File: src/rtl/chunk_sequencer.sv
// Splits one WIDTH-bit word into NUM_OUT equal chunks and streams them LSB first
// over a valid/ready interface, counting fully delivered words.
module chunk_sequencer #(
   parameter int WIDTH     = 33,
   parameter int MAX_WIDTH = 11,
   // Smallest power-of-two chunk count whose ceil(WIDTH/n) fits in MAX_WIDTH
   localparam int NUM_OUT =
      (((WIDTH +    0) /    1) <= MAX_WIDTH) ?    1 :
      (((WIDTH +    1) /    2) <= MAX_WIDTH) ?    2 :
      (((WIDTH +    3) /    4) <= MAX_WIDTH) ?    4 :
      (((WIDTH +    7) /    8) <= MAX_WIDTH) ?    8 :
      (((WIDTH +   15) /   16) <= MAX_WIDTH) ?   16 :
      (((WIDTH +   31) /   32) <= MAX_WIDTH) ?   32 :
      (((WIDTH +   63) /   64) <= MAX_WIDTH) ?   64 :
      (((WIDTH +  127) /  128) <= MAX_WIDTH) ?  128 :
      (((WIDTH +  255) /  256) <= MAX_WIDTH) ?  256 :
      (((WIDTH +  511) /  512) <= MAX_WIDTH) ?  512 : 1024,
   localparam int CHUNK_W = (WIDTH + NUM_OUT - 1) / NUM_OUT,
   localparam int IDX_W   = (NUM_OUT > 1) ? $clog2(NUM_OUT) : 1
) (
   input  logic               clk,
   input  logic               rst_n,
   input  logic               in_valid,
   output logic               in_ready,
   input  logic [WIDTH-1:0]   in_data,
   output logic               out_valid,
   input  logic               out_ready,
   output logic [CHUNK_W-1:0] out_data,
   output logic [IDX_W-1:0]   out_idx,
   output logic               out_last,
   input  logic               flush,
   output logic [15:0]        words_done
);

   localparam int PAD_W = NUM_OUT * CHUNK_W;
   localparam logic [IDX_W-1:0] LAST_IDX = IDX_W'(NUM_OUT - 1);

   typedef enum logic {IDLE, SEND} state_t;

   state_t             state;
   logic [IDX_W-1:0]   idx;
   logic [PAD_W-1:0]   capture;
   logic               armed;
   logic               is_last;
   logic               accept;

   assign is_last   = (idx == LAST_IDX);
   // armed keeps in_ready low until the first edge after reset release
   assign in_ready  = armed && !flush && ((state == IDLE) || (out_ready && is_last));
   assign accept    = in_valid && in_ready;
   assign out_valid = (state == SEND);
   assign out_last  = (state == SEND) && is_last;
   assign out_idx   = idx;

   always_comb begin
      out_data = '0;
      for (int k = 0; k < NUM_OUT; k++) begin
         if (idx == k[IDX_W-1:0]) out_data = capture[k*CHUNK_W +: CHUNK_W];
      end
   end

   always_ff @(posedge clk or negedge rst_n) begin
      if (!rst_n) begin
         state      <= IDLE;
         idx        <= '0;
         capture    <= '0;
         armed      <= 1'b0;
         words_done <= '0;
      end else begin
         armed <= 1'b1;
         if (flush) begin
            state   <= IDLE;
            idx     <= '0;
            capture <= '0;
         end else begin
            case (state)
               IDLE: begin
                  if (accept) begin
                     capture <= PAD_W'(in_data);
                     idx     <= '0;
                     state   <= SEND;
                  end
               end
               SEND: begin
                  if (out_ready) begin
                     if (is_last) begin
                        words_done <= words_done + 16'd1;
                        idx        <= '0;
                        // Back-to-back capture avoids a bubble between words
                        if (accept) capture <= PAD_W'(in_data);
                        else        state   <= IDLE;
                     end else begin
                        idx <= idx + 1'b1;
                     end
                  end
               end
               default: state <= IDLE;
            endcase
         end
      end
   end

endmodule

File: config.mk
export PLATFORM = sky130hd
export DESIGN_NAME = chunk_sequencer
export DESIGN_NICKNAME = d
export VERILOG_FILES = /design/src/rtl/chunk_sequencer.sv
export SDC_FILE = /design/constraint.sdc
export NUM_CORES = 1
export LEC_CHECK = 0
export BUFFER_PORTS_ARGS = -buffer_cell sky130_fd_sc_hd__buf_2
export CORE_AREA = 2 2 85 87
export DETAILED_ROUTE_END_ITERATION = 10
export DIE_AREA = 0 0 87 89
export PLACE_DENSITY = 0.67
export RECOVER_POWER = 25
export SETUP_SLACK_MARGIN = 0.4
export SLEW_MARGIN = 20
export SYNTH_ARGS = -nofsm -noshare
export SYNTH_HDL_FRONTEND = slang
export SYNTH_SLANG_ARGS = --single-unit
File: constraint.sdc
create_clock -name clk -period 2.2 [get_ports clk]
set_input_delay 0.44 -clock clk [delete_from_list [all_inputs] [get_ports clk]]
set_output_delay 0.44 -clock clk [all_outputs]
set_load 0.02 [all_outputs]
# Yosys cells after proc, flatten, opt, wreduce, memory -nomap -nowiden
# Cells that the tools add are included.
# totals
reg_bits	56
latch_bits	0
ramBits	0
mem_bits_ro	0
out_inout_bits	30
elab_cells	45
n_memories	0
# classes
n_addsub	2
n_mul	0
div	0
magnitude_cmp	0
n_eq_ne	6
shift	0
n_mux	19
bitwise_logic	2
n_reduce_logical	11
# ops
cell	n
$mux 36	4
$pmux 36 s2	1
$mux 9	4
$add 16x1->16 const B	1
$mux 2	4
$ne 3x3->1 const B	2
$logic_and 1x1->1	5
$eq 2x2->1 const B	2
$mux 1	4
$pmux 2 s2	1
$reduce_and 2->1	2
$reduce_and 4->1	1
$ne 3x2->1 const B	1
$add 2x1->2 const B	1
$eq 2x1->1 const B	1
$logic_not 2->1	1
$not 1->1	2
$pmux 1 s2	1
$logic_not 1->1	1
$logic_or 1x1->1	1

# Longest topological paths before layout
# Gate-level depths: netlist of run 1.
# logic_depth
ltp_word	10
mapped_depth	7

# Least setup slack after synthesis of run 1
# OpenSTA, ideal clock, no wires.
# synth_timing
kind	reg-to-output
start	reg idx[0] (netlist: out_idx[0])
end	out out_data[2]
t_arrival_ns	1.861
slack_ns	-0.101
path_stages_with_launch	7
n_path_buf	2
cell_sequence	dfrtp_1 inv_1 ha_1 clkbuf_1 clkbuf_1 a221oi_1 o31ai_1
# synth_between
elab_chain_cells	5
word_cells_on_any_way	8
classes_between	eq/ne (3); mux (4); reduce/logical (1)
# synth_lines
item	line_no	text
start, declared	41	logic [IDX_W-1:0] idx;
start signal, assigned	93	idx <= idx + 1'b1;
$logic_not 2->1	58	if (idx == k[IDX_W-1:0]) out_data = capture[k*CHUNK_W +: CHUNK_W];
$mux 9 (3 in a row)	58	
$mux 9 (*)	58	
end, declared	28	output logic [CHUNK_W-1:0] out_data,
# Mark *: on every way between the ends. The rest lies on a longest branch, timed or not.

# Final worst setup path of run 1
# layout_timing
start	reg idx[1] (netlist: out_idx[1])
end	out out_data[7]
# The elaborated chain is that of the path after synthesis.

==> results of run 1 <==
-- cell type report --
| type | instances | area (um^2) |
|---|---|---|
| well taps | 80 | 100 |
| inverters | 5 | 21.3 |
| fillers | 617 | 3170 |
| repair buffers | 92 | 614 |
| flip-flops and latches | 53 | 1330 |
| multi-input cells | 204 | 1390 |
| clock buffers | 8 | 90.1 |
-- sequential cells by signal, summed over array words and instances (netlist names) --
name        cells
armed           1
capture        33
words_done     16
out_valid       1
out_idx         2
-- kinds of logic after synthesis --
group	Yosys count	share of synthesized area, %
AO/OA/AOI/OAI	40	9.93
AND/OR/NAND/NOR	143	27.8
flip-flops	53	51.1
adder cells (fa/ha/maj)	5	2.41
XOR/XNOR	15	5.06
buffers and inverters	22	3.61
other	1	0.144
-- placed cells by master, fill, tap and decap left out, drive strengths merged, types with 6 or more instances in the layout --
cell	instances
a21oi	21
a221oi	8
buf	88
clkbuf	12
dfrtp	53
nand2	85
nand3b	17
nor2	7
nor2b	9
nor3	6
o31ai	6
xnor2	9
xor2	6
-- critical path: cells and delay by family, from the launching register on --
kind                       cells  cell delay, ps
and+or+nand+nor                2             180
AOI/OAI and AO/OA              2             250
adders and majority gates      1             220
DFF                            1             430
buffers and inverters          3             400
-- Yosys cell counts (all sizes together), types with 2 or more instances --
library cell	n
nand2	85
dfrtp	53
a21oi	21
nand3b	17
clkbuf	10
nor2b	9
xnor2	9
a221oi	8
buf	7
nor2	7
nor3	6
o31ai	6
xor2	6
ha	5
inv	5
nand3	5
nand4	4
o21ai	2
or3	2
-- what timing repair did --
| action | CTS | global route |
|---|---|---|
| pin swaps | 6 | 7 |
| resized for setup | 30 | 11 |
| endpoints found under the setup margin | 49 | 47 |
| buffers inserted | 9 | 4 |
| cloned | 0 | 3 |
-- worst max-delay path by stage --
stage / to / slack, ps
after floorplan: out_data[0] / 320
after global placement: out_data[4] / -3
after detailed placement: out_data[4] / -110
after CTS: out_data[4] / -30
after global routing: out_data[7] / -100
final: out_data[7] / -20
-- layer usage --
| layer | track usage, % | vias to the layer above |
|---|---|---|
| met4 | 5.97 | 0 |
| met2 | 28.0 | 46 |
| met5 | 0 | - |
| li1 | - | 1103 |
| met3 | 3.23 | 8 |
| met1 | 24.4 | 1085 |
-- through the flow --
| step | hold WS (ps) | setup TNS, ps | instance area [um^2] |
|---|---|---|---|
| 4_1_cts | 35.2 | -44.5 | 3410 |
| 2_1_floorplan | 144 | 0 | 2700 |
| 5_1_grt | 286 | -546 | 3550 |
| 3_3_place_gp | 373 | -2.64 | 3120 |
| 6_report | 219 | -33.9 | 3550 |
| 3_5_place_dp | 374 | -277 | 3120 |
-- power by group --
| group | switching (mW) | internal [mW] |
|---|---|---|
| registers | 0.0233 | 1.00 |
| logic | 0.123 | 0.101 |
| clock network | 0.301 | 0.257 |
| total | 0.447 | 1.36 |
==> tab_implementation.tex, run 1 <==
\begin{tabular}{lr}
\hline
Metric & Value \\
\hline
\multicolumn{2}{l}{\textbf{Global routing}} \\
\quad First-pass GRT wire length & 10.6 mm \\
\quad Largest net degree at the start of global routing & 33 \\
\quad GRT Residual Overflow & 0 \\
\quad Number of global-route vias before repair & between 2,000 and 2,500 \\
\quad Initial antenna violation count & 0 \\
\quad Global Route Usage Sum & between 10\% and 20\% \\
\multicolumn{2}{l}{\textbf{STA}} \\
\quad Clock skew after layout & about 12 ps \\
\quad RSZ-0062 raised after global routing & yes \\
\quad Normalized max-slew margin & 40.2\% \\
\quad Period utilization & 101\% \\
\quad Highest clock rate & 450 MHz \\
\quad Final Hold Violating Endpoints & 0 \\
\quad Clock period minus final worst setup slack & between 2000 and 2500 ps \\
\quad Setup violators final & 2 \\
\quad Final Worst Setup Slack & -23.0 ps \\
\quad Number of pins with negative max-slew slack in the final report & 0 \\
\quad Transition at the pin with the smallest max-transition slack & around 900 ps \\
\multicolumn{2}{l}{\textbf{Synthesis}} \\
\quad Portion of synthesized cell area occupied by the leading cell type & between 50\% and 60\% \\
\quad Net count after synthesis & approximately 320 \\
\quad Number of enable-type register cells in the synthesized netlist & 0 \\
\quad Sequential share of the synthesized area & 51.1\% \\
\quad Dominant cells by area after synthesis & dfrtp\_1 51\%, nand2\_1 12\%, nand3b\_1 4.9\% \\
\quad Number of warnings reported in the yosys synthesis log & 0 \\
\quad Library cell occupying the most area in the post-synthesis netlist & dfrtp\_1 \\
\quad Netlist cell types & 34 \\
\quad Yosys reg bits & 53 \\
\quad Mapped Cells & about 280 \\
\quad Netlist area before placement & $\sim$2600 um\^{}2 \\
\quad Share of synthesized registers carrying an async set or reset & 100\% \\
\quad Syn Area/Cell & between 9 and 10 um\^{}2 \\
\quad Most used flip-flop cell after synthesis & dfrtp\_1 \\
\multicolumn{2}{l}{\textbf{Setup path}} \\
\quad Worst setup path category & flop to primary output \\
\quad Start point of the critical path & out\_idx[1]\$\_DFFE\_PN0P\_ \\
\quad Crit path max fanout & 10 \\
\quad Cell repeated most along the worst path & a21oi\_1 \\
\quad Critical path, cell by cell & inv\_2 -> ha\_2 -> buf\_6 -> nand3b\_1 -> a21oi\_1 -> a21oi\_1 -> nor2\_2 -> buf\_4 \\
\quad Data arrival time of the critical path & approximately 1800 ps \\
\quad CP endpoint kind & primary output \\
\quad Crit Reg-Reg Endpoint & words\_done[14]\$\_DFFE\_PN0P\_ \\
\quad Slowest cell delay on critical path & approximately 430 ps \\
\quad Reg-to-reg slack, setup & around 300 ps \\
\quad Library cell contributing the largest single delay on the critical path & dfrtp\_2 \\
\quad Reg-to-reg startpoint & out\_idx[0]\$\_DFFE\_PN0P\_ \\
\quad Worst Reg-to-Reg Cells & 8 \\
\quad CP Launch Type & flop \\
\quad Critical path data required time & 1760 ps \\
\multicolumn{2}{l}{\textbf{Detailed routing}} \\
\quad Residual antenna-violating net count after detailed routing & 0 \\
\quad First-pass iteration count of the detailed router & 4 \\
\quad Wire length on met2 & 3.17 mm \\
\quad Wire length per cell & between 15 and 20 um \\
\quad Uppermost routed layer & met4 \\
\quad Post-detailed-routing wire length & between 6 and 7 mm \\
\quad Routed met3 length & roughly 260 um \\
\quad Routed via count & $\sim$2,200 \\
\quad DR vias/cell & between 5 and 6 \\
\quad Count of routing violations after the opening detailed-route iteration & about 170 \\
\quad Residual DRC count & 0 \\
\quad Wire length the detailed router placed on met1 & about 3.2 mm \\
\multicolumn{2}{l}{\textbf{Pwr}} \\
\quad Worst IR Drop VDD & about 0.25 mV \\
\quad Power Total & roughly 1.8 mW \\
\quad P\_leak & between 1.5 and 2 nW \\
\quad Power per cell area & a little over 500 nW/um\^{}2 \\
\multicolumn{2}{l}{\textbf{Cells and area}} \\
\quad Area delta synth->final & 36.6\% \\
\quad Filler-free cell count of the finished design & between 400 and 500 \\
\quad Layout Utilization & a little over half \\
\quad Antenna Diode Count & 0 \\
\quad Fraction of layout cells with a size suffix above 1 & between 30\% and 40\% \\
\quad Final layout net count & 404 \\
\multicolumn{2}{l}{\textbf{Placed design}} \\
\quad Count of buffers inserted at the top-level ports & 67 \\
\quad Pre-CTS worst setup slack & -112 ps \\
\quad DP HPWL & 4.71 mm \\
\quad GP Congestion & between 0.7 and 0.8 \\
\quad Number of instances in the placed design & approximately 420 \\
\multicolumn{2}{l}{\textbf{Clocking}} \\
\quad Clock Sink Count & 53 \\
\quad Number of buffers created by CTS & 5 \\
\quad CTS Hold Buffers Added & 0 \\
\quad Buffers from clock root to sink, at most & 2 \\
\quad Worst skew pair latency & a little over 300 ps \\
\quad Clock tree from TritonCTS & done \\
\quad CTS HTree Levels & 2 \\
\quad Clk root buf & clkbuf\_8 \\
\quad Worst-path clk slew & approximately 100 ps \\
\multicolumn{2}{l}{\textbf{Status}} \\
\quad Failing checks & negative setup slack \\
\quad Outcome & complete, but fails checks \\
\multicolumn{2}{l}{\textbf{Flow run}} \\
\quad Max-cap viol count & 0 \\
\multicolumn{2}{l}{\textbf{Floorplan}} \\
\quad Site Rows & 30 \\
\quad Horiz. Die Dim & just under 90 um \\
\quad Core area & 6720 um\^{}2 \\
\quad Die outline height & 89 um \\
\quad Area enclosed by the die boundary & 7740 um\^{}2 \\
\quad Initial Util & a little under 40\% \\
\quad IO Pins & between 60 and 70 \\
\multicolumn{2}{l}{\textbf{Worst hold path}} \\
\quad Class of the tightest hold or removal check & input pin to async pin \\
\hline
\end{tabular}
(Power assumes the default switching activity.)
==> run 2, diff against run 1 <==
--- a/config.mk
+++ b/config.mk
@@ -9,7 +9,7 @@
 export CORE_AREA = 2 2 85 87
 export DETAILED_ROUTE_END_ITERATION = 10
 export DIE_AREA = 0 0 87 89
-export PLACE_DENSITY = 0.67
+export PLACE_DENSITY = 0.69
 export RECOVER_POWER = 25
 export SETUP_SLACK_MARGIN = 0.4
 export SLEW_MARGIN = 20
==> constraint.sdc (replaced) <==
create_clock -name clk -period 2 [get_ports clk]
set_input_delay 0.4 -clock clk [delete_from_list [all_inputs] [get_ports clk]]
set_output_delay 0.4 -clock clk [all_outputs]
set_load 0.02 [all_outputs]
==> run 2 against run 1 <==
Net effect: the run still ends with negative setup slack left; combinational power up 71%; via count increased by 12%; sequential cell count unchanged; worst setup slack got worse by 180 ps; count of clock-buffer cells in the layout shrank 1; hold slack better by 60 ps; first-iteration DRC count fell by 28%; critical path type unchanged; largest cell class unchanged; largest power group unchanged.
==> tab_implementation.tex, run 2 (synthesis results as in run 1) <==
\begin{tabular}{lr}
\hline
Metric & Value \\
\hline
\multicolumn{2}{l}{\textbf{Clocking}} \\
\quad Number of buffers created by CTS & 5 (unchanged) \\
\quad Worst-path clk slew & 100 ps (about the same) \\
\quad Clock Sink Count & 53 (unchanged) \\
\quad CTS Hold Buffers Added & 0 (unchanged) \\
\quad Worst skew pair latency & 310 ps (about the same) \\
\quad Clk root buf & clkbuf\_8 \\
\quad Clock tree from TritonCTS & done \\
\quad Buffers from clock root to sink, at most & 2 (unchanged) \\
\quad CTS HTree Levels & 2 (unchanged) \\
\multicolumn{2}{l}{\textbf{Cells and area}} \\
\quad Leading cell types in the layout, fill and taps excluded & 53 x buf\_2, 50 x dfrtp\_1, 39 x nand2\_1 \\
\quad Layout Utilization & 67.9\% (+15 points) \\
\quad Area of the multi-input gates & 1920 um\^{}2 (+38\%) \\
\quad Count of fill cells added during filler insertion & 459 (-26\%) \\
\quad Summed area of non-filler cells in the final layout & 4560 um\^{}2 (+29\%) \\
\quad Register with the most flip-flops & capture \\
\quad Number of flip-flops in the largest register & 33 (unchanged) \\
\quad Fraction of layout cells with a size suffix above 1 & 61.8\% (+25 points) \\
\quad Most common library cell in the layout ignoring fill and taps & buf\_2 \\
\quad Seq. cell area & 1330 um\^{}2 (about the same) \\
\quad Area delta synth->final & 75.8\% \\
\quad Antenna Diode Count & 0 (unchanged) \\
\quad Final layout net count & 432 (+6.9\%) \\
\multicolumn{2}{l}{\textbf{Global routing}} \\
\quad Number of global-route vias before repair & 2,462 (+14\%) \\
\quad GRT Residual Overflow & 0 (unchanged) \\
\quad Global Route Usage Sum & 21.5\% (+3.9 points) \\
\quad First-pass GRT wire length & 12.7 mm (+20\%) \\
\quad Initial antenna violation count & 0 (unchanged) \\
\quad Largest net degree at the start of global routing & 36 (+9.1\%) \\
\multicolumn{2}{l}{\textbf{Status}} \\
\quad Outcome & complete, but fails checks \\
\quad Failing checks & negative setup slack \\
\multicolumn{2}{l}{\textbf{Detailed routing}} \\
\quad DR vias/cell & 5.36 (+5.7\%) \\
\quad Count of routing violations after the opening detailed-route iteration & 118 (-28\%) \\
\quad Post-detailed-routing wire length & 8.68 mm (+29\%) \\
\quad Routed via count & 2,519 (+12\%) \\
\quad Residual DRC count & 0 (unchanged) \\
\quad Wire length per cell & 18.5 um (+21\%) \\
\quad Residual antenna-violating net count after detailed routing & 0 (unchanged) \\
\quad First-pass iteration count of the detailed router & 4 (unchanged) \\
\multicolumn{2}{l}{\textbf{Floorplan}} \\
\quad Initial Util & 38.6\% (unchanged) \\
\quad Site Rows & 30 (unchanged) \\
\quad IO Pins & 68 (unchanged) \\
\quad Horiz. Die Dim & 87 um (unchanged) \\
\quad Core area & 6720 um\^{}2 (unchanged) \\
\quad Die outline height & 89 um (unchanged) \\
\quad Area enclosed by the die boundary & 7740 um\^{}2 (unchanged) \\
\multicolumn{2}{l}{\textbf{Setup path}} \\
\quad Critical path data required time & 1600 ps (-160 ps) \\
\quad CP endpoint kind & primary output \\
\quad Crit path max fanout & 7 (-3) \\
\quad Data arrival time of the critical path & 1800 ps (+20 ps) \\
\quad Kind of cell with the highest combined delay on the critical path & buffers and inverters \\
\quad Critical path, cell by cell & inv\_2 -> buf\_4 -> ha\_4 -> buf\_12 -> nor2b\_2 -> o31ai\_4 -> buf\_6 \\
\quad CP Launch Type & flop \\
\quad Worst path buffer plus inverter count & 4 (+1) \\
\quad Slowest cell delay on critical path & 430 ps (about the same) \\
\quad Library cell contributing the largest single delay on the critical path & dfrtp\_2 \\
\quad Worst setup path category & flop to primary output \\
\multicolumn{2}{l}{\textbf{STA}} \\
\quad Number of pins with negative max-slew slack in the final report & 0 (unchanged) \\
\quad Clock period minus final worst setup slack & between 2000 and 2500 ps \\
\quad RSZ-0062 raised after global routing & yes \\
\quad Final TNS setup & -2540 ps (-2510 ps) \\
\quad Period utilization & 110\% \\
\quad Clock skew after layout & 12.4 ps (+0.511 ps) \\
\quad Final Hold Violating Endpoints & 0 (unchanged) \\
\quad Normalized max-slew margin & 12.7\% (-28 points) \\
\quad Setup violators final & 37 (+35) \\
\quad Transition at the pin with the smallest max-transition slack & 1310 ps (+413 ps) \\
\quad Final Worst Setup Slack & -199 ps (-176 ps) \\
\quad Highest clock rate & around 450 MHz \\
\quad Worst hold slack & 280 ps (+60.5 ps) \\
\multicolumn{2}{l}{\textbf{Pwr}} \\
\quad Worst IR Drop VDD & 0.267 mV (+7.8\%) \\
\quad P\_leak & 2.28 nW (+29\%) \\
\quad Power Total & 2.13 mW (+18\%) \\
\quad Power per cell area & 466 nW/um\^{}2 (-8.5\%) \\
\multicolumn{2}{l}{\textbf{Flow run}} \\
\quad Max-cap viol count & 0 (unchanged) \\
\multicolumn{2}{l}{\textbf{Worst hold path}} \\
\quad Class of the tightest hold or removal check & input pin to flop \\
\multicolumn{2}{l}{\textbf{Placed design}} \\
\quad Placed cell area & 3260 um\^{}2 (+4.2\%) \\
\quad DP HPWL & 4.84 mm (+2.8\%) \\
\quad Count of buffers inserted at the top-level ports & 67 (unchanged) \\
\quad GP Congestion & 0.832 (+4.9\%) \\
\hline
\end{tabular}
==> run 2: cell types whose count changed in the layout (fill, tap and decap cells not counted), sizes merged <==
cell,delta
clkbuf,-3
clkinvlp,+1
buf,+30
==> run 2: worst register-to-register path, delay by kind of cell (launching register included) <==
kind | cells | cell delay [ps]
AND/OR/NAND/NOR | 2 | 260
buffers and inverters | 8 | 1000
adder cells (fa/ha/maj) | 1 | 180
AO/OA/AOI/OAI | 2 | 200
flip-flops | 1 | 410
==> run 2: power by group <==
group          total, mW  internal [mW]  switching [mW]
combinational      0.382          0.181           0.201
clock              0.611          0.249           0.362
sequential          1.13           1.10          0.0333
total               2.13           1.53           0.596
==> run 2: final timing paths <==
check                                      startpoint                         end  slack, ps  cells after the start
min in group asynchronous                       rst_n     capture[29]$_DFFE_PN0P_        350                      1
min reg2reg                words_done[15]$_DFFE_PN0P_  words_done[15]$_DFFE_PN0P_        470                      1
min                                       in_data[19]     capture[19]$_DFFE_PN0P_        280                      3
max                            out_idx[0]$_DFFE_PN0P_                 out_data[0]       -200                      7
max reg2reg                    out_idx[1]$_DFFE_PN0P_      capture[7]$_DFFE_PN0P_       -120                     13
max in group asynchronous                       rst_n   words_done[3]$_DFFE_PN0P_        560                      2
==> run 2: repair_timing <==
item | in CTS | in global routing
cloned | 5 | 0
buffers inserted | 21 | 15
gates resized for setup | 118 | 77
pin swaps | 45 | 45
setup endpoints to repair | 52 | 61
==> run 2: cell type report <==
class | count | share of cell area, %
clock inverters | 1 | 0.164
multi-input cells | 204 | 42.0
repair buffers | 120 | 24.4
well taps | 80 | 2.19
clock buffers | 7 | 1.67
inverters | 5 | 0.466
flip-flops and latches | 53 | 29.1
==> run 2: through the flow <==
step                      instances  setup slack, ps
after floorplan                 279              202
after global placement          421             -307
after detailed placement        421             -342
after CTS                       455             -152
after global routing            470             -239
final                           470             -199
==> run 2: metal layers <==
metal / vias to the layer above / track usage (%) / wire length [um]
met4: 0 / 6.96 / 120
li1: 1162 / - / -
met3: 11 / 4.71 / 424
met1: 1272 / 28.7 / 3680
met5: - / 0 / 0
met2: 74 / 35.1 / 4450
==> run 3, diff against run 2 <==
--- a/config.mk
+++ b/config.mk
@@ -9,7 +9,7 @@
 export CORE_AREA = 2 2 85 87
 export DETAILED_ROUTE_END_ITERATION = 10
 export DIE_AREA = 0 0 87 89
-export PLACE_DENSITY = 0.69
+export PLACE_DENSITY = 0.64
 export RECOVER_POWER = 25
 export SETUP_SLACK_MARGIN = 0.4
 export SLEW_MARGIN = 20
==> run 3 against run 2 <==
Net effect: the flow still finishes with violations (negative setup slack); core utilization decreased by 0.34 points; non-clock buffer count is 10 lower; clock power grew 29%; die area unchanged; wire length decreased by 1.8%; first-iteration DRC count grew 25%; total power up 7.5%; sequential cell count stayed put; worst setup slack lost 32 ps; fmax is 1.5% lower; clock skew down 2.9 ps; count of clock-buffer cells in the layout unchanged; critical endpoint is now out_data[7].
==> tab_implementation.tex, run 3 (synthesis results as in run 1) <==
\begin{tabular}{lr}
\hline
Metric & Value \\
\hline
\multicolumn{2}{l}{\textbf{Detailed routing}} \\
\quad Count of routing violations after the opening detailed-route iteration & 147 (+25\%) \\
\quad Routed via count & 2,472 (-1.9\%) \\
\quad DR vias/cell & 5.37 (+0.27\%) \\
\quad Post-detailed-routing wire length & 8.53 mm (-1.8\%) \\
\quad Wire length per cell & 18.5 um (+0.37\%) \\
\quad Residual antenna-violating net count after detailed routing & 0 (unchanged) \\
\quad Residual DRC count & 0 (unchanged) \\
\quad First-pass iteration count of the detailed router & 4 (unchanged) \\
\multicolumn{2}{l}{\textbf{Setup path}} \\
\quad Critical path, cell by cell & inv\_2 -> buf\_6 -> ha\_4 -> buf\_12 -> buf\_6 -> a21oi\_4 -> a21oi\_4 -> nor2\_4 -> buf\_6 \\
\quad Library cell contributing the largest single delay on the critical path & dfrtp\_2 \\
\quad Slowest cell delay on critical path & 430 ps (about the same) \\
\quad Crit path max fanout & 6 (-1) \\
\quad Crit Reg-Reg Endpoint & words\_done[10]\$\_DFFE\_PN0P\_ \\
\quad Worst setup path category & flop to primary output \\
\quad Cell repeated most along the worst path & buf\_6 \\
\quad Worst Reg-to-Reg Cells & 8 (-5) \\
\quad Reg-to-reg startpoint & out\_idx[0]\$\_DFFE\_PN0P\_ \\
\quad CP endpoint kind & primary output \\
\quad Reg-to-reg slack, setup & -30 ps (+90 ps) \\
\quad Critical path data required time & 1600 ps (about the same) \\
\quad Data arrival time of the critical path & 1830 ps (+30 ps) \\
\quad CP Launch Type & flop \\
\multicolumn{2}{l}{\textbf{STA}} \\
\quad Final Hold Violating Endpoints & 0 (unchanged) \\
\quad Clock skew after layout & 9.46 ps (-2.95 ps) \\
\quad Setup violators final & 12 (-68\%) \\
\quad Final Worst Setup Slack & -231 ps (-32.4 ps) \\
\quad RSZ-0062 raised after global routing & yes \\
\quad Period utilization & 112\% (+1.6 points) \\
\quad Normalized max-slew margin & 22.1\% (+9.4 points) \\
\quad Highest clock rate & 448 MHz (-1.5\%) \\
\quad Number of pins with negative max-slew slack in the final report & 0 (unchanged) \\
\quad Transition at the pin with the smallest max-transition slack & 1170 ps (-141 ps) \\
\quad Clock period minus final worst setup slack & 2230 ps (+32.4 ps) \\
\multicolumn{2}{l}{\textbf{Cells and area}} \\
\quad Antenna Diode Count & 0 (unchanged) \\
\quad Area delta synth->final & 74.9\% \\
\quad Number of flip-flops in the largest register & 33 (unchanged) \\
\quad Most common library cell in the layout ignoring fill and taps & buf\_2 \\
\quad Register with the most flip-flops & capture \\
\quad Fraction of layout cells with a size suffix above 1 & 62.4\% (+0.57 points) \\
\quad Leading cell types in the layout, fill and taps excluded & 56 x buf\_2, 50 x dfrtp\_1, 37 x nand2\_1 \\
\quad Layout Utilization & 67.6\% (-0.34 points) \\
\quad Final layout net count & 422 (-2.3\%) \\
\quad Summed area of non-filler cells in the final layout & 4540 um\^{}2 (-0.49\%) \\
\multicolumn{2}{l}{\textbf{Clocking}} \\
\quad Clock tree from TritonCTS & done \\
\quad Clock Sink Count & 53 (unchanged) \\
\quad Clk root buf & clkbuf\_8 \\
\quad Worst skew pair latency & 320 ps (about the same) \\
\quad Buffers from clock root to sink, at most & 2 (unchanged) \\
\quad Number of buffers created by CTS & 5 (unchanged) \\
\quad Worst-path clk slew & 100 ps (about the same) \\
\quad CTS HTree Levels & 2 (unchanged) \\
\multicolumn{2}{l}{\textbf{Floorplan}} \\
\quad Horiz. Die Dim & 87 um (unchanged) \\
\quad Area enclosed by the die boundary & 7740 um\^{}2 (unchanged) \\
\quad Core area & 6720 um\^{}2 (unchanged) \\
\quad Initial Util & 38.6\% (unchanged) \\
\quad Die outline height & 89 um (unchanged) \\
\quad IO Pins & 68 (unchanged) \\
\quad Site Rows & 30 (unchanged) \\
\multicolumn{2}{l}{\textbf{Pwr}} \\
\quad Power per cell area & 504 nW/um\^{}2 (+8.1\%) \\
\quad P\_leak & 2.30 nW (+0.59\%) \\
\quad Worst IR Drop VDD & 0.353 mV (+32\%) \\
\multicolumn{2}{l}{\textbf{Global routing}} \\
\quad Largest net degree at the start of global routing & 34 (-5.6\%) \\
\quad GRT Residual Overflow & 0 (unchanged) \\
\quad Global Route Usage Sum & 20.2\% (-1.3 points) \\
\quad Initial antenna violation count & 0 (unchanged) \\
\quad Number of global-route vias before repair & 2,327 (-5.5\%) \\
\quad First-pass GRT wire length & 12.1 mm (-4.6\%) \\
\multicolumn{2}{l}{\textbf{Placed design}} \\
\quad GP Congestion & 0.762 (-8.4\%) \\
\quad Placed cell area & 3260 um\^{}2 (+0.15\%) \\
\quad DP HPWL & 4.66 mm (-3.7\%) \\
\quad Count of buffers inserted at the top-level ports & 67 (unchanged) \\
\multicolumn{2}{l}{\textbf{Flow run}} \\
\quad Max-cap viol count & 0 (unchanged) \\
\multicolumn{2}{l}{\textbf{Worst hold path}} \\
\quad Worst-case hold path end point & capture[19]\$\_DFFE\_PN0P\_ \\
\quad Number of cells on the worst hold path & 3 (unchanged) \\
\quad Class of the tightest hold or removal check & input pin to flop \\
\quad Startpoint of the most critical hold path & in\_data[19] \\
\multicolumn{2}{l}{\textbf{Status}} \\
\quad Failing checks & negative setup slack \\
\quad Outcome & complete, but fails checks \\
\hline
\end{tabular}
## run 3: changes by cell type in the layout (fill, tap and decap cells not counted), sizes merged
cell      before  now
bufinv         0    1
clkinvlp       1    0
buf          118  108
## run 3: metal layers
layer  vias to the layer above  global-route usage [%]  share of wire (%)
met4                         0                    5.82                2.2
li1                       1143                       -                  -
met3                        16                    3.32                5.3
met1                      1233                    28.1                 40
met5                         -                       0                  0
met2                        80                    32.8                 52
## run 3: repair_timing
| action | in CTS | in global routing |
|---|---|---|
| setup endpoints to repair | 55 | 60 |
| hold buffers | 0 | 0 |
| gates resized for setup | 87 | 116 |
| cloned | 4 | 1 |
| setup buffers | 16 | 11 |
| pin swaps | 25 | 62 |
| hold endpoints to repair | 0 | 0 |
## run 3: area by class of cell
class | count | area (um^2)
sequential | 53 | 1330
clock inverter | 1 | 30.0
fill | 475 | 2180
inverter | 5 | 21.3
timing repair buffer | 110 | 995
clock buffer | 7 | 86.3
tap | 80 | 100
multi-input combinational | 204 | 1980
## run 3: worst max path at each step
stage | startpoint | to | slack (ps)
CTS | out_idx[0]$_DFFE_PN0P_ | out_data[3] | -170
global route | out_idx[0]$_DFFE_PN0P_ | out_data[3] | -280
global placement | out_idx[1]$_DFFE_PN0P_ | out_data[3] | 120
detailed placement | out_idx[1]$_DFFE_PN0P_ | out_data[3] | 80
floorplan | out_idx[0]$_DFFE_PN0P_ | out_data[0] | 200
finish | out_idx[0]$_DFFE_PN0P_ | out_data[7] | -230
## run 3: metrics by stage
stage               instances  total power [mW]  hold WS (ps)  setup WS [ps]  TNS (ps)
floorplan                 279              1.26           104            202         0
global placement          420              1.37           400            123         0
detailed placement        420              1.37           405           83.3         0
CTS                       448              2.21          74.5           -174     -1440
global route              460              2.37           267           -276     -2730
finish                    460              2.29           268           -231     -1810
## run 3: worst max-delay path, delay by kind of cell, from the launching register on
kind | cells | cell delay (ps)
fa+ha+maj | 1 | 180
flops | 1 | 430
buf+inv | 5 | 590
compound gates | 2 | 180
simple gates | 1 | 130
## run 3: report_power, final
part	total [mW]	switching (mW)	internal, mW
registers	1.14	0.0354	1.10
logic	0.363	0.196	0.167
clock network	0.788	0.379	0.409
total	2.29	0.610	1.68
